<file path="src/rtl/punc_control_pkg.sv">
// punc_control_pkg: shared definitions for the PUnC control unit.
//   - LC3 opcode constants
//   - FSM state encoding
//   - select encodings for the memory read-address mux and the RF write-data mux
//   - ALU function codes and one-hot sign-extension selects
//   - ctrl_t: the full control vector produced by punc_ctrl_decode
//   - exec_next(): successor of the EXEC state for a given opcode
// Optional feature macro: PUNC_INDIRECT_EN (enables LDI/STI via EXEC2).
package punc_control_pkg;

  localparam logic [3:0] OP_BR   = 4'b0000;
  localparam logic [3:0] OP_ADD  = 4'b0001;
  localparam logic [3:0] OP_LD   = 4'b0010;
  localparam logic [3:0] OP_ST   = 4'b0011;
  localparam logic [3:0] OP_JSR  = 4'b0100;
  localparam logic [3:0] OP_AND  = 4'b0101;
  localparam logic [3:0] OP_LDR  = 4'b0110;
  localparam logic [3:0] OP_STR  = 4'b0111;
  localparam logic [3:0] OP_RTI  = 4'b1000;
  localparam logic [3:0] OP_NOT  = 4'b1001;
  localparam logic [3:0] OP_LDI  = 4'b1010;
  localparam logic [3:0] OP_STI  = 4'b1011;
  localparam logic [3:0] OP_JMP  = 4'b1100;
  localparam logic [3:0] OP_RES  = 4'b1101;
  localparam logic [3:0] OP_LEA  = 4'b1110;
  localparam logic [3:0] OP_TRAP = 4'b1111;

  typedef enum logic [2:0] {
    S_INIT   = 3'd0,
    S_FETCH  = 3'd1,
    S_DECODE = 3'd2,
    S_EXEC   = 3'd3,
    S_EXEC2  = 3'd4,
    S_CCUPD  = 3'd5,
    S_HALT   = 3'd6
  } state_t;

  localparam logic [2:0] MEM_PC     = 3'd0;
  localparam logic [2:0] MEM_PC_OFF = 3'd1;
  localparam logic [2:0] MEM_IND    = 3'd2;
  localparam logic [2:0] MEM_MDATA  = 3'd3;
  localparam logic [2:0] MEM_ALU    = 3'd4;

  localparam logic [1:0] WD_ALU    = 2'd0;
  localparam logic [1:0] WD_PC     = 2'd1;
  localparam logic [1:0] WD_MEM    = 2'd2;
  localparam logic [1:0] WD_PC_OFF = 2'd3;

  localparam logic [1:0] ALU_PASS = 2'd0;
  localparam logic [1:0] ALU_ADD  = 2'd1;
  localparam logic [1:0] ALU_AND  = 2'd2;
  localparam logic [1:0] ALU_NOT  = 2'd3;

  localparam logic [3:0] SEXT_IMM5  = 4'b1000;
  localparam logic [3:0] SEXT_OFF6  = 4'b0100;
  localparam logic [3:0] SEXT_OFF9  = 4'b0010;
  localparam logic [3:0] SEXT_OFF11 = 4'b0001;

  typedef struct packed {
    logic        mem_wr_en;
    logic [2:0]  mem_r_addr_sel;
    logic        state2_sti;
    logic        str;
    logic [2:0]  rf_wr_addr;
    logic        rf_wr_en;
    logic [2:0]  rf_r_addr_0;
    logic [2:0]  rf_r_addr_1;
    logic [1:0]  rf_w_data_sel;
    logic        ir_ld;
    logic        jmp_ret_jsrr;
    logic        pc_ld;
    logic        pc_clr;
    logic        pc_up;
    logic        add_const;
    logic [1:0]  alu_sel;
    logic        cc_en;
    logic [2:0]  nzp;
    logic [3:0]  sext_sel;
    logic        halted;
    logic [10:0] const_n;
  } ctrl_t;

  localparam int CTRL_W = $bits(ctrl_t);

  // Loads need a second pass to set the condition codes from the loaded
  // register; indirect ops need EXEC2 for the second memory access.
  function automatic state_t exec_next(input logic [3:0] op);
    state_t nxt;
    nxt = S_FETCH;
    case (op)
      OP_LD, OP_LDR: nxt = S_CCUPD;
`ifdef PUNC_INDIRECT_EN
      OP_LDI, OP_STI: nxt = S_EXEC2;
`endif
      OP_TRAP: nxt = S_HALT;
      default: nxt = S_FETCH;
    endcase
    return nxt;
  endfunction

endpackage

</file>
<file path="src/rtl/punc_ctrl_decode.sv">
// punc_ctrl_decode: purely combinational control decode for PUnC.
// Ports:
//   state  in  3      current FSM state (state_t encoding)
//   ir     in  16     current instruction
//   ctrl   out CTRL_W packed ctrl_t control vector
// Optional feature macro: PUNC_INDIRECT_EN (LDI/STI decode in EXEC/EXEC2;
// otherwise they decode as NOPs).
module punc_ctrl_decode
  import punc_control_pkg::*;
(
  input  logic [2:0]        state,
  input  logic [15:0]       ir,
  output logic [CTRL_W-1:0] ctrl
);

  ctrl_t      c;
  logic [3:0] op;
  logic [2:0] dr;
  logic [2:0] sr;

  assign op = ir[15:12];
  assign dr = ir[11:9];
  assign sr = ir[8:6];

  always_comb begin
    c         = '0;
    c.const_n = ir[10:0];
    case (state_t'(state))
      S_INIT:  c.pc_clr = 1'b1;
      S_FETCH: begin
        c.mem_r_addr_sel = MEM_PC;
        c.ir_ld          = 1'b1;
        c.pc_up          = 1'b1;
      end
      S_EXEC: begin
        case (op)
          OP_ADD, OP_AND: begin
            c.rf_r_addr_0   = sr;
            c.rf_r_addr_1   = ir[2:0];
            c.add_const     = ir[5];
            c.sext_sel      = SEXT_IMM5;
            c.alu_sel       = (op == OP_ADD) ? ALU_ADD : ALU_AND;
            c.rf_wr_addr    = dr;
            c.rf_wr_en      = 1'b1;
            c.rf_w_data_sel = WD_ALU;
            c.cc_en         = 1'b1;
          end
          OP_NOT: begin
            c.rf_r_addr_0   = sr;
            c.alu_sel       = ALU_NOT;
            c.rf_wr_addr    = dr;
            c.rf_wr_en      = 1'b1;
            c.rf_w_data_sel = WD_ALU;
            c.cc_en         = 1'b1;
          end
          OP_BR: begin
            // The datapath compares this mask with its N/Z/P flags.
            c.nzp      = ir[11:9];
            c.sext_sel = SEXT_OFF9;
          end
          OP_JMP: begin
            c.rf_r_addr_0  = sr;
            c.alu_sel      = ALU_PASS;
            c.jmp_ret_jsrr = 1'b1;
            c.pc_ld        = 1'b1;
          end
          OP_JSR: begin
            // For JSRR R7 the PC takes the old R7 through the ALU while R7
            // captures the return address on the same edge.
            c.rf_wr_addr    = 3'd7;
            c.rf_wr_en      = 1'b1;
            c.rf_w_data_sel = WD_PC;
            c.pc_ld         = 1'b1;
            if (ir[11]) begin
              c.sext_sel = SEXT_OFF11;
            end else begin
              c.jmp_ret_jsrr = 1'b1;
              c.rf_r_addr_0  = sr;
              c.alu_sel      = ALU_PASS;
            end
          end
          OP_LD: begin
            c.mem_r_addr_sel = MEM_PC_OFF;
            c.sext_sel       = SEXT_OFF9;
            c.rf_wr_addr     = dr;
            c.rf_wr_en       = 1'b1;
            c.rf_w_data_sel  = WD_MEM;
          end
          OP_LDR: begin
            c.mem_r_addr_sel = MEM_ALU;
            c.rf_r_addr_0    = sr;
            c.alu_sel        = ALU_ADD;
            c.add_const      = 1'b1;
            c.sext_sel       = SEXT_OFF6;
            c.rf_wr_addr     = dr;
            c.rf_wr_en       = 1'b1;
            c.rf_w_data_sel  = WD_MEM;
          end
`ifdef PUNC_INDIRECT_EN
          OP_LDI, OP_STI: begin
            // First access fetches the pointer into the indirect latch.
            c.mem_r_addr_sel = MEM_PC_OFF;
            c.sext_sel       = SEXT_OFF9;
          end
`endif
          OP_LEA: begin
            c.sext_sel      = SEXT_OFF9;
            c.rf_wr_addr    = dr;
            c.rf_wr_en      = 1'b1;
            c.rf_w_data_sel = WD_PC_OFF;
          end
          OP_ST: begin
            c.rf_r_addr_0 = dr;
            c.alu_sel     = ALU_PASS;
            c.sext_sel    = SEXT_OFF9;
            c.mem_wr_en   = 1'b1;
          end
          OP_STR: begin
            c.str         = 1'b1;
            c.rf_r_addr_0 = sr;
            c.rf_r_addr_1 = dr;
            c.alu_sel     = ALU_ADD;
            c.add_const   = 1'b1;
            c.sext_sel    = SEXT_OFF6;
            c.mem_wr_en   = 1'b1;
          end
          default: ;
        endcase
      end
`ifdef PUNC_INDIRECT_EN
      S_EXEC2: begin
        if (op == OP_LDI) begin
          c.mem_r_addr_sel = MEM_IND;
          c.rf_wr_addr     = dr;
          c.rf_wr_en       = 1'b1;
          c.rf_w_data_sel  = WD_MEM;
        end else if (op == OP_STI) begin
          c.state2_sti  = 1'b1;
          c.rf_r_addr_0 = dr;
          c.alu_sel     = ALU_PASS;
          c.mem_wr_en   = 1'b1;
        end
      end
`endif
      S_CCUPD: begin
        // Re-read the loaded register through the ALU so the flags follow it.
        c.rf_r_addr_0 = dr;
        c.alu_sel     = ALU_PASS;
        c.cc_en       = 1'b1;
      end
      S_HALT:  c.halted = 1'b1;
      default: ;
    endcase
  end

  assign ctrl = c;

endmodule

</file>
<file path="src/rtl/punc_control.sv">
// punc_control: fetch/decode/execute sequencer for the PUnC LC3 datapath.
// Ports:
//   clk, rst (synchronous, active-high)      ir: current instruction
//   mem_wr_en, mem_r_addr_sel, state2_STI, STR       memory controls
//   RF_wr_addr, RF_wr_en, RF_r_addr_0/1, RF_w_data_sel  register file
//   ir_ld, JMP_RET_JSRR, pc_ld, pc_clr, pc_up        IR / PC controls
//   add_const, alu_sel, cc_en, n, z, p               ALU / condition codes
//   const_n (= ir[10:0]), SEXT_Select, halted
// Outputs are a combinational decode of state and ir; while rst is high
// they are forced to pc_clr only, cancelling any pending write.
// Optional feature macro: PUNC_INDIRECT_EN (LDI/STI through EXEC2).
module punc_control
  import punc_control_pkg::*;
(
  input  logic        clk,
  input  logic        rst,
  input  logic [15:0] ir,
  output logic        mem_wr_en,
  output logic [2:0]  mem_r_addr_sel,
  output logic        state2_STI,
  output logic        STR,
  output logic [2:0]  RF_wr_addr,
  output logic        RF_wr_en,
  output logic [2:0]  RF_r_addr_0,
  output logic [2:0]  RF_r_addr_1,
  output logic [1:0]  RF_w_data_sel,
  output logic        ir_ld,
  output logic        JMP_RET_JSRR,
  output logic        pc_ld,
  output logic        pc_clr,
  output logic        pc_up,
  output logic        add_const,
  output logic [1:0]  alu_sel,
  output logic        cc_en,
  output logic        n,
  output logic        z,
  output logic        p,
  output logic [10:0] const_n,
  output logic [3:0]  SEXT_Select,
  output logic        halted
);

  state_t            state;
  logic [CTRL_W-1:0] dec_vec;
  ctrl_t             dec;
  ctrl_t             ctl;

  punc_ctrl_decode u_decode (
    .state (state),
    .ir    (ir),
    .ctrl  (dec_vec)
  );

  assign dec = dec_vec;

  always_ff @(posedge clk) begin
    if (rst) begin
      state <= S_INIT;
    end else begin
      case (state)
        S_INIT:   state <= S_FETCH;
        S_FETCH:  state <= S_DECODE;
        S_DECODE: state <= S_EXEC;
        S_EXEC:   state <= exec_next(ir[15:12]);
`ifdef PUNC_INDIRECT_EN
        S_EXEC2:  state <= (ir[15:12] == OP_LDI) ? S_CCUPD : S_FETCH;
`endif
        S_CCUPD:  state <= S_FETCH;
        S_HALT:   state <= S_HALT;
        default:  state <= S_INIT;
      endcase
    end
  end

  always_comb begin
    ctl = dec;
    if (rst) begin
      ctl         = '0;
      ctl.pc_clr  = 1'b1;
      ctl.const_n = dec.const_n;
    end
  end

  assign mem_wr_en      = ctl.mem_wr_en;
  assign mem_r_addr_sel = ctl.mem_r_addr_sel;
  assign state2_STI     = ctl.state2_sti;
  assign STR            = ctl.str;
  assign RF_wr_addr     = ctl.rf_wr_addr;
  assign RF_wr_en       = ctl.rf_wr_en;
  assign RF_r_addr_0    = ctl.rf_r_addr_0;
  assign RF_r_addr_1    = ctl.rf_r_addr_1;
  assign RF_w_data_sel  = ctl.rf_w_data_sel;
  assign ir_ld          = ctl.ir_ld;
  assign JMP_RET_JSRR   = ctl.jmp_ret_jsrr;
  assign pc_ld          = ctl.pc_ld;
  assign pc_clr         = ctl.pc_clr;
  assign pc_up          = ctl.pc_up;
  assign add_const      = ctl.add_const;
  assign alu_sel        = ctl.alu_sel;
  assign cc_en          = ctl.cc_en;
  assign n              = ctl.nzp[2];
  assign z              = ctl.nzp[1];
  assign p              = ctl.nzp[0];
  assign const_n        = ctl.const_n;
  assign SEXT_Select    = ctl.sext_sel;
  assign halted         = ctl.halted;

endmodule
</file>
<file path="config.mk">
export PLATFORM = sky130hd
export DESIGN_NAME = punc_control
export DESIGN_NICKNAME = d
export VERILOG_FILES = /design/src/rtl/punc_control_pkg.sv /design/src/rtl/punc_ctrl_decode.sv /design/src/rtl/punc_control.sv
export SDC_FILE = /design/constraint.sdc
export NUM_CORES = 1
export LEC_CHECK = 0
export ABC_AREA = 1
export CORE_MARGIN = 2
export CORE_UTILIZATION = 37
export DETAILED_ROUTE_END_ITERATION = 12
export PLACE_DENSITY = 0.86
export SKIP_LAST_GASP = 1
export SLEW_MARGIN = 15
export SYNTH_ARGS = -nofsm -noshare
export SYNTH_HDL_FRONTEND = slang
export SYNTH_HIERARCHICAL = 1
export SYNTH_SLANG_ARGS = --single-unit
</file>
<file path="constraint.sdc">
create_clock -name clk -period 1.5 [get_ports clk]
set_clock_uncertainty 0.1 [all_clocks]
set_input_delay 0.15 -clock clk [delete_from_list [all_inputs] [get_ports clk]]
set_output_delay 0.15 -clock clk [all_outputs]
set_load 0.03 [all_outputs]
</file>
==> summary.txt <==
Timing
  – Post-Route Setup TNS: -4.989 ns
  – Worst-Margin Slew: about 0.54 ns
  – Tcrit/Tclk final: 121.6%
  – RSZ-0062 raised after global routing: yes
  – Tmin final: 1.824 ns
  – Final setup viols: 29
  – Hold Vio Cnt, Final: 0
  – Max Slew Vio Count: 0
  – Highest clock rate: around 550 MHz
  – Slew Limit Headroom: 63.63%
  – Final WS setup: -0.3236 ns
  – Hold slack: 0.2000 ns

Yosys
  – Synth Warn #: 6
  – Seq/Total Area, Yosys: a little under 6%
  – Most common library cells after synthesis: nand2_1 (53), nor2_1 (51), inv_1 (50), buf_4 (14)
  – Post-synth EDFFs: 0
  – Top FF cell, synth: dfxtp_1
  – FF+latch count, synth: 3
  – Distinct cells, synth: 25
  – Cell Area, Synth: a little over 0.001 mm²
  – Largest cells by area after synthesis: nand2_1 (19%), nor2_1 (18%), inv_1 (18%)
  – Synthesized instance count: between 200 and 250
  – Cell accounting for the most synthesized area: nand2_1
  – Top-area cell type share of the netlist area: about a fifth
  – Most numerous cell in the Yosys netlist: nand2_1
  – Ys async rst share: 0%
  – Syn Area/Cell: approximately 4.8 µm²

Cells and area
  – Nets: roughly 320
  – Filler cell count: 218
  – Antenna diodes: 0
  – Largest regs: state (3)
  – Layout cells sized above 1: 54.52%
  – Largest reg by FF count: state
  – Reg area: between 60 and 70 µm²
  – Max reg flops: 3
  – Post-route insts no fill: 330
  – Area delta synth->final: 94.69%
  – Area of the multi-input gates: just over 800 µm²

Power
  – Leak Pwr: 0.9934 nW
  – VDD IR max: 241.3 µV
  – PD cells: 340.0 mW/mm²

Clocking
  – Worst-path clk slew: 0.04 ns
  – CTS Buf Count: 3
  – CTS max path bufs: 2
  – CTS sink count: 3
  – Root Driver: clkbuf_4
  – CTS tree: built
  – # H-tree levels: 1
  – Clock latency on the worst-skew pair: 0.24 ns

Die
  – Die area: 0.003239 mm²
  – Core area: roughly 0.0027 mm²
  – Row count: 19
  – Die Span X: 56.92 µm
  – Initial Util: 38.23%
  – I/O Pins: between 60 and 70
  – Vert. Die Dim: 56.92 µm

Worst setup path
  – Worst r2r path cells: 6
  – Worst Setup SP: state[2]
  – Critical path endpoint: RF_r_addr_1[1]
  – Arr. time, crit path: approximately 1.6 ns
  – Internal reg-to-reg setup slack: 0.35 ns
  – Max FO, Critical Path: 6
  – Critical path data required time: between 1 and 1.5 ns
  – Critical Path Sink Type: primary output
  – Critical path class: reg2out
  – Reg-to-Reg Start: state[0]
  – Reg2reg end: state[1]
  – Critical path launch point type: flop

Route
  – Routed WL: 4087 µm
  – Initial DRC Count: between 60 and 70
  – Post-DR wirelength/cell: 12.38 µm
  – ANT nets after route: 0
  – Via count: 1564
  – Pre-Repair DR Iteration Count: 4
  – Final routed DRC violation total: 0
  – DR vias/cell: 4.739

Run status
  – Status: complete, but fails checks
  – Failing checks: setup timing

GRT
  – Initial antenna violation count: 0
  – First-pass GRT wire length: 6141 µm
  – Vias in the first global route: 1452
  – Pin count of the biggest net entering global routing: 38
  – Total track usage: a little under a quarter
  – Remaining Overflow, GRT: 0

Flow run
  – Max-Cap Viols: 0

Placement
  – HPWL after detailed placement: 2533 µm
  – Port-buffer cells: 57
  – Cell count after placement: 315
  – Routability-driven placement congestion ratio: 0.9914

Hold path
  – Hold Crit Class: in2out
## timing repair
item                                    CTS  global route
endpoints found under the setup margin   31            33
hold buffers                              0             0
buffers inserted                         10             1
resized for setup                        62            20
gates cloned                              0             0
pin swaps                                24            13
## metrics by stage
stage | instance area [µm²] | util, % | worst slack (ns) | power, W
finish | 2017 | 74.42 | -0.3236 | 0.0006858
floorplan | 1099 | - | -0.02568 | 0.0003219
global route | 2017 | 74.42 | -0.3720 | 0.0007240
global placement | 1684 | 62.14 | -0.3846 | 0.0004504
detailed placement | 1684 | 62.14 | -0.4109 | 0.0004575
CTS | 1956 | 72.16 | -0.2092 | 0.0006567
## routing by layer
layer | wire length (µm) | GRT usage, %
met1 | 1512 | 26.58
met2 | 2156 | 44.01
met5 | 0 | 0
met4 | 104 | 11.63
met3 | 314 | 2.535
## worst max-delay path: stages, from the launching register on
cell and delay [ns]:
dfxtp_2 0.31, inv_2 0.07, nand3_4 0.09, inv_4 0.12, nand2_2 0.09, o31ai_2 0.29, inv_1 0.09, nor2_2 0.13
buf_6 0.14
## how the worst min path moves through the flow
stage          startpoint          to  slack (ns)  cells after the start
6_report            ir[3]  const_n[3]        0.20                      0
5_1_grt             ir[3]  const_n[3]        0.20                      0
4_1_cts             ir[3]  const_n[3]        0.20                      0
3_5_place_dp        ir[3]  const_n[3]        0.20                      0
3_3_place_gp        ir[3]  const_n[3]        0.20                      0
2_1_floorplan      ir[13]    state[2]        0.29                      4
## cell families (layout without fill, tap and decap cells)
group,Yosys count,in the layout,share of synthesized area [%]
other cells,1,2,0.3620
buf+inv,75,156,33.45
compound gates,13,13,8.092
flops,3,3,5.797
simple gates,125,125,52.30
## power by group
part | switching (W) | total (W) | internal [W]
Combinational | 0.000255 | 0.000440 | 0.000185
Sequential | 0.00000647 | 0.0000944 | 0.0000880
Clock | 0.0000508 | 0.000151 | 0.000100
Total | 0.000312 | 0.000686 | 0.000373
## layout make-up
class                      instances  area share [%]
tap                               31           1.923
multi-input combinational        140           40.01
sequential                         3           3.164
clock buffer                       4           1.303
timing repair buffer              96           43.05
inverter                          56           10.55
## cells in the final DEF, fill, tap and decap left out, types with 2 or more instances in the layout
cell             count
nor2_4               4
dfxtp_2              3
nor3_4               2
nand3_1              3
nand2_1             44
conb_1               2
a21oi_2              3
nor3_2               5
o31ai_1              2
nand3_2              2
a21oi_1              4
inv_2               17
inv_1               38
nor2_1              28
nor2_2              21
clkbuf_4             3
clkdlybuf4s15_2      4
buf_4               54
clkdlybuf4s50_1     10
nand2_2             10
buf_6               26
(Power assumes the default switching activity.)
==> patch 1 (same flow settings) <==
Put a register stage on the output `pc_clr`. The value now appears one clock later. The other outputs are not delayed to match.
--- a/src/rtl/punc_control.sv
+++ b/src/rtl/punc_control.sv
@@ -39,6 +39,8 @@
   output logic [3:0]  SEXT_Select,
   output logic        halted
 );
+
+  logic pc_clr_d;
 
   state_t            state;
   logic [CTRL_W-1:0] dec_vec;
@@ -93,7 +95,7 @@
   assign ir_ld          = ctl.ir_ld;
   assign JMP_RET_JSRR   = ctl.jmp_ret_jsrr;
   assign pc_ld          = ctl.pc_ld;
-  assign pc_clr         = ctl.pc_clr;
+  assign pc_clr_d       = ctl.pc_clr;
   assign pc_up          = ctl.pc_up;
   assign add_const      = ctl.add_const;
   assign alu_sel        = ctl.alu_sel;
@@ -105,4 +107,8 @@
   assign SEXT_Select    = ctl.sext_sel;
   assign halted         = ctl.halted;
 
+  always_ff @(posedge clk) begin
+    pc_clr <= pc_clr_d;
+  end
+
 endmodule
Check against the original RTL: not equivalent (Yosys sat finds a counterexample within 4 cycles, from zero or initial values and one cycle with rst high).
==> patch 1 against the unedited design <==
Count of clock-buffer cells in the layout decreased by 1. Fmax up 3.4%. Worst setup slack improved by 0.060 ns. Power is 1.6% higher. Critical path depth unchanged. Sequential cell count is 1 higher. Clock power fell by 13%. The flow still finishes with violations (negative setup slack). Global-route usage shrank 2.9 points. Final area shrank 0.50%. Area after synthesis grew 1.9%. Routed wire length increased by 0.22%. Sequential share of layout area up 1.0 points. Worst hold slack is essentially flat.
==> patch 1: results (changes against the unedited design) <==
DETAILED ROUTING
-------------------------------------------------------------------------------
Vias per inst                                                              4.90   +3.5%
Total length of routed met2 wires                                       2060 µm   -4.6%
Total routed wirelength                                                 4100 µm   +0.22%
Met1 wire length                                                        1510 µm   -0.13%
DRT iter0 DRCs                                                               59   -6.3%
Met3 wire len                                                            360 µm   +15%

GLOBAL ROUTING
-------------------------------------------------------------------------------
M3 GR Usage                                                               2.04%   -0.49 points
Total global-route track usage                                            20.8%   -2.9 points
Vias in the first global route                                             1347   -7.2%
Global-route met2 utilization                                             37.8%   -6.2 points
First-pass GRT wire length                                              5660 µm   -7.8%

POWER
-------------------------------------------------------------------------------
Maximum ir drop on the vdd rail                                        0.352 mV   +46%
Leakage component of the power                                         0.986 nW   -0.70%
Net switching power of the design                                        306 µW   -1.9%

CTS
-------------------------------------------------------------------------------
Resize count post-CTS                                                        51   -18%
Clock sink count                                                              4   +1

PLACE
-------------------------------------------------------------------------------
Cell area after placement                                              1720 µm²   +2.1%
Final RePlAce weighted congestion                                         0.844   -15%
Post-detailed-placement half-perimeter wirelength                       2430 µm   -4.0%
Post-Place Cells                                                            316   +0.32%
Pre-CTS setup slack                                                   -0.471 ns   -0.0605 ns

TIMING
-------------------------------------------------------------------------------
Final worst setup slack                                               -0.264 ns   +0.0599 ns
Setup TNS                                                              -4.48 ns   +0.512 ns
Final setup violation count                                                  30   +3.4%
Relative max-transition margin                                            63.2%   -0.46 points
Post-route worst hold slack                                            0.200 ns   +0.0000320 ns

SETUP PATH
-------------------------------------------------------------------------------
Crit path capture                                                  SEXT_Select[1]
Worst setup slack for register-to-register paths                        0.24 ns   -0.11 ns
Arrival time of the worst setup path                                    1.51 ns   -0.06 ns

FINAL LAYOUT
-------------------------------------------------------------------------------
Relative area of clock buffers and inverters in the final design          1.12%   -0.18 points
Registers with the highest flip-flop counts                        state (3), pc_clr (1)
Buffer count excluding the clock tree in the final layout                    92   -4.2%
Layout cell share with drive strength beyond 1                            51.5%   -3.0 points
Multi-input combinational area share                                      40.4%   +0.39 points
Sequential cell area                                                   83.8 µm²   +31%
Non-clock buffering overhead in the final layout                          41.6%   -1.4 points

OUTCOME
-------------------------------------------------------------------------------
Violated checks                                                    negative setup slack
Status                                                             complete, but fails checks

SYNTH
-------------------------------------------------------------------------------
Sequential element share of the synthesized area                          7.58%   +1.8 points

-- patch 1: changes by cell type in the layout (fill, tap and decap cells not counted), moves of 3 or more --
| cell | change |
|---|---|
| inv_2 | -4 |
| nand2_1 | +6 |
| buf_4 | -4 |
| a21oi_1 | -3 |
| nor2_1 | -3 |
| nand2_2 | -7 |
| inv_1 | +3 |
| a21oi_2 | +3 |
-- patch 1: power groups by stage --
| stage | combinational, mW | sequential (mW) | clock (mW) |
|---|---|---|---|
| final | 0.440 | 0.125 | 0.131 |
| after floorplan | 0.216 | 0.137 | 0 |
| after detailed placement | 0.368 | 0.123 | 0 |
| after global routing | 0.468 | 0.125 | 0.137 |
| after global placement | 0.365 | 0.123 | 0 |
| after CTS | 0.392 | 0.124 | 0.133 |
-- patch 1: cell families after synthesis --
kind of cell / after synthesis / synth area share [%]
AND/OR/NAND/NOR: 125 / 51.3
buffers and inverters: 75 / 32.8
other: 1 / 0.355
AO/OA/AOI/OAI: 13 / 7.94
flip-flops: 4 / 7.58
==> patch 2 (same settings) <==
Made on the original files. Build with the macro `PUNC_INDIRECT_EN` defined.
--- a/src/rtl/punc_control_pkg.sv
+++ b/src/rtl/punc_control_pkg.sv
@@ -6,6 +6,8 @@
 //   - ctrl_t: the full control vector produced by punc_ctrl_decode
 //   - exec_next(): successor of the EXEC state for a given opcode
 // Optional feature macro: PUNC_INDIRECT_EN (enables LDI/STI via EXEC2).
+`define PUNC_INDIRECT_EN
+
 package punc_control_pkg;
 
   localparam logic [3:0] OP_BR   = 4'b0000;
Function: changed (Yosys sat finds a counterexample within 4 cycles, from zero or initial values and one cycle with rst high).
==> patch 2 against the unedited design <==
The flow still finishes with violations (negative setup slack). Area after synthesis increased by 2.9%. Power is 6.1% higher. Cell count grew 3.6%. Synthesized cell count increased by 4.6%. Worst setup slack better by 0.055 ns. First-iteration DRC count shrank 37%. Routed wire length is 3.8% lower. Final area rose by 6.6%. Global-route usage fell by 0.88 points. Sequential cell count unchanged. Critical path type unchanged. Largest cell class is now multi-input combinational cells.
==> patch 2: results (changes against the unedited design) <==
OUTCOME
-------------------------------------------------------------------------------------------------
Status                                                                               complete, but fails checks
Violated checks                                                                      negative setup slack

FINAL LAYOUT
-------------------------------------------------------------------------------------------------
Final Non-Filler Cells                                                                        342   +3.6%
Fill cell total of the finished layout                                                        196   -10%
Layout cell share with drive strength beyond 1                                              54.3%   -0.17 points

GLOBAL ROUTING
-------------------------------------------------------------------------------------------------
Largest net degree at the start of global routing                                              28   -26%
Vias in the first global route                                                               1466   +0.96%
Total global-route track usage                                                              22.9%   -0.88 points

POWER
-------------------------------------------------------------------------------------------------
Net switching power of the design                                                          332 µW   +6.4%

DETAILED ROUTING
-------------------------------------------------------------------------------------------------
Vias per inst                                                                                4.60   -3.0%
Average wire per standard cell                                                            11.5 µm   -7.2%
DRT iter0 DRCs                                                                                 40   -37%

PLACE
-------------------------------------------------------------------------------------------------
Port buffer count                                                                              59   +3.5%
Final RePlAce weighted congestion                                                           0.859   -13%
Post-detailed-placement half-perimeter wirelength                                         2790 µm   +10%
Cell area after placement                                                                1780 µm²   +5.4%

SYNTH
-------------------------------------------------------------------------------------------------
Leading post-synthesis cells by cell area                                            inv_1 19%, nor2_1 18%, nand2_1 16%, buf_4 8.5%, dfxtp_1 5.6%
Mean instance size in the synthesized netlist                                            4.70 µm²   -1.6%
Top cells by instance count after synthesis                                          53 x inv_1, 50 x nor2_1, 45 x nand2_1, 12 x buf_4, 12 x nand3_1
Number of distinct library cell variants in the gate-level netlist after synthesis             21   -16%

SETUP PATH
-------------------------------------------------------------------------------------------------
Crit path capture                                                                    RF_wr_addr[0]
Startpoint of the lowest-slack register-to-register path                             state[1]$_SDFF_PP0_
Critical-path maximum fanout                                                                    5   -1
Reg2Reg Capture Point                                                                state[2]$_SDFF_PP0_

TIMING
-------------------------------------------------------------------------------------------------
Final setup violation count                                                                    31   +6.9%
Final worst setup slack                                                                 -0.269 ns   +0.0546 ns

==> patch 2: changes by cell type after synthesis, sizes merged <==
cell    change
nand2       -9
buf         -2
nand3b      -1
nor2        +4
inv         +5
o21ai       +8
nand3       +7
o31ai       -1
a21oi       -1
nor3        +1
conb        -1
==> patch 2: worst min-delay path by stage <==
stage / end / start / cells past startpoint / slack [ns]
final: state[1]$_SDFF_PP0_ / rst / 2 / 0.19
after global routing: const_n[4] / ir[4] / 0 / 0.20
after CTS: state[1]$_SDFF_PP0_ / rst / 2 / 0.16
after detailed placement: const_n[3] / ir[3] / 0 / 0.20
after global placement: const_n[3] / ir[3] / 0 / 0.20
after floorplan: state[2]$_SDFF_PP0_ / ir[14] / 5 / 0.28
==> patch 2: per-layer routing <==
| layer | share of wire (%) | vias up | GRT usage [%] |
|---|---|---|---|
| met5 | 0 | - | 0 |
| met4 | 2.0 | 0 | 7.97 |
| met3 | 4.6 | 8 | 1.79 |
| met2 | 54 | 51 | 43.2 |
| met1 | 39 | 694 | 26.8 |
| li1 | - | 819 | - |
==> patch 2: power by group through the flow <==
stage	Sequential (mW)	Clock, mW	Combinational [mW]
floorplan	0.108	0	0.240
global placement	0.0999	0	0.401
detailed placement	0.101	0	0.407
CTS	0.103	0.145	0.445
global route	0.105	0.159	0.521
finish	0.104	0.139	0.484
==> patch 2: layout make-up <==
type	count	share of cell area, %
flip-flops and latches	3	3.20
repair buffers	97	41.0
multi-input cells	146	41.9
inverters	61	10.9
well taps	31	1.80
clock buffers	4	1.22
==> patch 2: worst register-to-register path, stage by stage, from the launching register on <==
cell	delay, ns
dfxtp_4	0.35
buf_4	0.16
inv_1	0.09
nand3_1	0.08
o21ai_1	0.13
nand2_1	0.07
nor2_1	0.10
==> patch 2: through the flow <==
stage | setup slack (ns) | hold WS [ns]
2_1_floorplan | 0.000785 | 0.276
3_3_place_gp | -0.428 | 0.200
3_5_place_dp | -0.465 | 0.200
4_1_cts | -0.267 | 0.161
5_1_grt | -0.362 | 0.200
6_report | -0.269 | 0.186
==> patch 2: cells by family (layout without fill, tap and decap cells) <==
family	count (synthesis)	count (layout)	share of synthesized area [%]
AOI/OAI and AO/OA	19	19	10.8
DFF	3	3	5.63
buffers and inverters	78	162	32.9
and+or+nand+nor	127	127	50.7
==> patch 2: repair_timing <==
item / 4_1_cts / 5_1_grt
resized for setup: 55 / 40
hold buffers: 0 / 0
buffers inserted: 8 / 3
setup endpoints to repair: 31 / 35
pin swaps: 16 / 16
